## src/rtl/pipe_skid_reg.sv

```systemverilog
// rtl/pipe_skid_reg.sv - two-entry skid pipeline register with registered in_ready, flush and bubble counter
module pipe_skid_reg #(
  parameter int DATA_W = 104,
  parameter int CNT_W  = 16
) (
  input  logic              clk,
  input  logic              rst,
  input  logic              in_valid,
  output logic              in_ready,
  input  logic [DATA_W-1:0] in_data,
  input  logic [31:0]       in_pc,
  input  logic              flush,
  output logic              out_valid,
  input  logic              out_ready,
  output logic [DATA_W-1:0] out_data,
  output logic [31:0]       out_pc,
  output logic [31:0]       out_pc4,
  output logic [CNT_W-1:0]  bubble_cnt
);

  typedef enum logic [1:0] {
    EMPTY = 2'd0,
    BUSY  = 2'd1,
    FULL  = 2'd2
  } state_t;

  state_t            state;
  logic [DATA_W-1:0] skid_data;
  logic [31:0]       skid_pc;
  logic [31:0]       skid_pc4;
  logic [31:0]       in_pc4;

  assign in_pc4 = in_pc + 32'h4;

  // Handshake flags come straight from the state register, so in_ready never sees out_ready.
  assign in_ready  = (state != FULL);
  assign out_valid = (state != EMPTY);

  always_ff @(posedge clk or posedge rst) begin
    if (rst) begin
      state     <= EMPTY;
      out_data  <= '0;
      out_pc    <= '0;
      out_pc4   <= '0;
      skid_data <= '0;
      skid_pc   <= '0;
      skid_pc4  <= '0;
    end else if (flush) begin
      state <= EMPTY;
    end else begin
      case (state)
        EMPTY: begin
          if (in_valid) begin
            state    <= BUSY;
            out_data <= in_data;
            out_pc   <= in_pc;
            out_pc4  <= in_pc4;
          end
        end
        BUSY: begin
          if (in_valid && out_ready) begin
            out_data <= in_data;
            out_pc   <= in_pc;
            out_pc4  <= in_pc4;
          end else if (in_valid) begin
            state     <= FULL;
            skid_data <= in_data;
            skid_pc   <= in_pc;
            skid_pc4  <= in_pc4;
          end else if (out_ready) begin
            state <= EMPTY;
          end
        end
        FULL: begin
          if (out_ready) begin
            state    <= BUSY;
            out_data <= skid_data;
            out_pc   <= skid_pc;
            out_pc4  <= skid_pc4;
          end
        end
        default: state <= EMPTY;
      endcase
    end
  end

  // Counts cycles where downstream was ready but had nothing to take; flush does not touch it.
  always_ff @(posedge clk or posedge rst) begin
    if (rst) begin
      bubble_cnt <= '0;
    end else if (out_ready && (state == EMPTY) && (bubble_cnt != {CNT_W{1'b1}})) begin
      bubble_cnt <= bubble_cnt + {{(CNT_W-1){1'b0}}, 1'b1};
    end
  end

endmodule

```

## config.mk

```make
export PLATFORM = sky130hd
export DESIGN_NAME = pipe_skid_reg
export DESIGN_NICKNAME = d
export VERILOG_FILES = /design/src/rtl/pipe_skid_reg.sv
export SDC_FILE = /design/constraint.sdc
export NUM_CORES = 1
export LEC_CHECK = 0
export CAP_MARGIN = 20
export CORE_MARGIN = 1.5
export CORE_UTILIZATION = 45
export CTS_CLUSTER_DIAMETER = 150
export DETAILED_ROUTE_END_ITERATION = 10
export GPL_TIMING_DRIVEN = 1
export PLACE_DENSITY = 0.72
export SYNTH_ARGS = -nofsm -noshare
export SYNTH_HDL_FRONTEND = slang
export SYNTH_SLANG_ARGS = --single-unit
```

## constraint.sdc

```tcl
create_clock -name clk -period 16.3 [get_ports clk]
set_input_delay 3.26 -clock clk [delete_from_list [all_inputs] [get_ports clk]]
set_output_delay 3.26 -clock clk [all_outputs]
set_load 0.02 [all_outputs]
```

==> metrics.csv <==
stage,metric,value,unit
run_status,outcome,"complete, no violations",
final_layout,finalNetCount,1860,
clock_network,clock_path_buffers,3,
pwr,p_seq_share,44.4,%
clock_network,ctsResizeCount,0,
critical_path,critical-path-top-delay-family,buffers and inverters,
min_path,hold_class,flip-flop to flip-flop,
sta,whs,0.478,ns
synthesis,synth_top_cells_by_area,"sky130_fd_sc_hd__dfrtp_1, sky130_fd_sc_hd__nand2_1, sky130_fd_sc_hd__mux2_2",
route,ant_nets,0,
global_route,antenna_violations_before_repair,2,
synthesis,postSynthCellCount,1438,
route,drt_iter0_drc,723,
synthesis,synth.lib_cells_used.distinct,49,
sta,finalCriticalPeriod,6.33,ns
synthesis,synth_commonest_cells,"sky130_fd_sc_hd__dfrtp_1, sky130_fd_sc_hd__nand2_1, sky130_fd_sc_hd__nor2_1, sky130_fd_sc_hd__a31oi_1, sky130_fd_sc_hd__mux2_2",
sta,tns,0,ns
global_route,grt_pass1_wl,60400,um
pwr,clock_power_share,32.6,%
global_route,grt_pass1_vias,11400,
synthesis,synth_largest_area_cell,sky130_fd_sc_hd__dfrtp_1,
pwr,share_of_total_power_consumed_by_net_switching,28.6,%
sta,maxSlewViolCount,0,
placement,port_bufs,326,
sta,slew_headroom,27.8,%
floorplanning,dieWidth,186,um
synthesis,ys.flop_type,sky130_fd_sc_hd__dfrtp_1,
pwr,ir_drop,0.0000840,V
sta,final_period_utilization,38.8,%
final_layout,final_layout_size_suffix_gt1_share,10.1,%
synthesis,synth_most_common_cell,sky130_fd_sc_hd__dfrtp_1,
route,firstDrtPassIters,5,
critical_path,max_stage_delay,0.78,ns
route,viasPerCell,5.31,
placement,gp_congestion,0.809,
sta,final-setup-viol-count,0,
pwr,power_frac_comb,23.0,%
floorplanning,fp.dieArea,0.0345,mm2
pwr,power_switching,764,uW
clock_network,clk_transition_reported_paths,0.06,ns
sta,unrepaired_setup_endpoints_after_global_routing,false,
critical_path,path_cells,nor2b_4 -> inv_4 -> clkdlybuf4s50_1,
synthesis,yosysWarningCount,0,
clock_network,clockRootBuffer,sky130_fd_sc_hd__clkbuf_16,
clock_network,cts_setup_buffers,0,
critical_path,worstPathMaxFanout,88,
sta,achievable-frequency,158,MHz
synthesis,synth.avg_cell_area,10.4,um2
synthesis,synth-seq-area-share,58.3,%
synthesis,synth.net_count,1581,
floorplanning,die_height,186,um
synthesis,netlist_area,0.0150,mm2
synthesis,synth-async-reset-ratio,100,%
floorplanning,core_area,0.0327,mm2
critical_path,critical_path.startpoint_type,flip-flop,
pwr,cellPowerDensity,135,mW/mm2
route,vias,11600,
placement,detailedPlacementHpwl,25100,um
global_route,globalRouteOverflowTotal,0,
synthesis,ys_seq_elements,350,
sta,worst_slew_pin_slew,1.08,ns
flow_run,cap_violations,0,
clock_network,clock_latency,0.52,ns
pwr,p_int,1910,uW
floorplanning,std_cell_rows,66,
floorplanning,start_util,45.9,%
route,drcViolationCount,0,
sta,final.setup_skew,0.0135,ns
critical_path,worstPathRequired,13.04,ns
clock_network,cts_sinks,350,
critical_path,critical_path_buf_inv_count,2,
critical_path,critical_path_class,flip-flop to output pin,
final_layout,area.growth.synth_to_final,31.7,%
critical_path,cp-end-kind,output pin,
global_route,grt_start_max_net_pins,172,
synthesis,synthDominantCellAreaShare,58.3,%
clock_network,cts_tree,done,
critical_path,worst-endpoint-arrival,3.07,ns
pwr,final_total_power,2670,uW
clock_network,h_tree_levels,2,
route,totalWireLength,38800,um
floorplanning,ios,327,
route,dr_wl_cell,17.8,um
clock_network,cts_buffers,38,
clock_network,cts.hold.buffers_added,0,
pwr,leakage,0.00844,uW
global_route,grtUsageTotal,22.2,%
synthesis,synth_edf_count,0,
sta,final-hold-violation-count,0,
critical_path,critical-path-slowest-cell,sky130_fd_sc_hd__nor2b_4,
==> state kept, by name (all words and copies together), names as in the netlist <==
register	count
bubble_cnt	16
out_data	104
out_pc	32
out_pc4	30
skid_data	104
skid_pc	32
skid_pc4	30
state	2
==> through the flow <==
stage / cell area (um2) / worst slack, ns / std cells / utilization [%]
after CTS: 19700 / 9.88 / 2185 / 60.4
after global routing: 19800 / 9.77 / 2187 / 60.5
after global placement: 18500 / 9.84 / 2118 / 56.5
final: 19800 / 9.97 / 2188 / 60.5
after detailed placement: 18500 / 9.77 / 2118 / 56.5
after floorplan: 15000 / 3.33 / 1438 / -
==> placed cells by master, fill, tap and decap left out, types with 3 or more instances in the layout <==
| master | count |
|---|---|
| sky130_fd_sc_hd__clkdlybuf4s50_1 | 326 |
| sky130_fd_sc_hd__o21ai_0 | 34 |
| sky130_fd_sc_hd__and3_1 | 7 |
| sky130_fd_sc_hd__nor3_1 | 12 |
| sky130_fd_sc_hd__xor2_1 | 21 |
| sky130_fd_sc_hd__clkbuf_8 | 8 |
| sky130_fd_sc_hd__nand3_1 | 23 |
| sky130_fd_sc_hd__dfrtp_1 | 350 |
| sky130_fd_sc_hd__xnor2_1 | 14 |
| sky130_fd_sc_hd__buf_4 | 12 |
| sky130_fd_sc_hd__and4_1 | 6 |
| sky130_fd_sc_hd__o211ai_1 | 8 |
| sky130_fd_sc_hd__a31oi_1 | 139 |
| sky130_fd_sc_hd__clkbuf_16 | 41 |
| sky130_fd_sc_hd__nand2_1 | 328 |
| sky130_fd_sc_hd__mux2_1 | 54 |
| sky130_fd_sc_hd__a221o_1 | 3 |
| sky130_fd_sc_hd__clkbuf_1 | 11 |
| sky130_fd_sc_hd__o22ai_1 | 7 |
| sky130_fd_sc_hd__inv_1 | 7 |
| sky130_fd_sc_hd__o21ai_1 | 9 |
| sky130_fd_sc_hd__mux2_2 | 91 |
| sky130_fd_sc_hd__a21oi_1 | 17 |
| sky130_fd_sc_hd__nand4_1 | 14 |
| sky130_fd_sc_hd__nor2_1 | 162 |
==> path summary, 6_finish.rpt <==
check | start | endpoint | slack (ns) | cells past startpoint
max in group asynchronous | rst | out_data[16] | 11.49 | 3
setup / recovery | state[1] | in_ready | 9.97 | 3
hold / removal | skid_pc4[4] | skid_pc4[4] | 0.48 | 2
min in group asynchronous | rst | out_data[49] | 3.29 | 2
hold reg to reg | skid_pc4[4] | skid_pc4[4] | 0.48 | 2
setup reg to reg | state[1] | out_pc4[8] | 13.21 | 7
==> layout make-up <==
| type | instances | area [um2] |
|---|---|---|
| diodes | 2 | 5.00 |
| clock buffers | 60 | 1180 |
| clock inverters | 7 | 98.8 |
| fillers | 2763 | 12900 |
| inverters | 9 | 43.8 |
| multi-input cells | 978 | 5740 |
| flip-flops and latches | 350 | 8760 |
| well taps | 442 | 553 |
| repair buffers | 340 | 3400 |
==> worst register-to-register path, cell delays in order, from the launching register on <==
cell	delay, ns
sky130_fd_sc_hd__dfrtp_1	0.45
sky130_fd_sc_hd__mux2i_1	0.16
sky130_fd_sc_hd__nor2_2	0.17
sky130_fd_sc_hd__o21ba_4	0.36
sky130_fd_sc_hd__buf_4	0.61
sky130_fd_sc_hd__buf_4	0.84
sky130_fd_sc_hd__o21ai_0	0.24
sky130_fd_sc_hd__o21ai_1	0.16
==> power by group through the flow <==
| stage | registers (uW) | logic, uW | clock network (uW) |
|---|---|---|---|
| 3_3_place_gp | 1190 | 602 | 0 |
| 5_1_grt | 1210 | 669 | 921 |
| 4_1_cts | 1190 | 620 | 887 |
| 6_report | 1190 | 615 | 869 |
| 3_5_place_dp | 1200 | 618 | 0 |
| 2_1_floorplan | 1280 | 239 | 0 |
==> cell families after synthesis <==
family          synth area share, %
simple gates                   15.8
xor+xnor                       2.04
fa+ha+maj                     0.167
compound gates                 9.14
flops                          58.3
mux                            10.9
buf+inv                        3.62
==> per-layer routing <==
layer	wire [um]	global-route usage [%]
met5	13	0
met4	1000	6.97
met3	3170	6.32
met2	17600	34.9
met1	17100	29.8
Power figures use the tool's default switching activity.
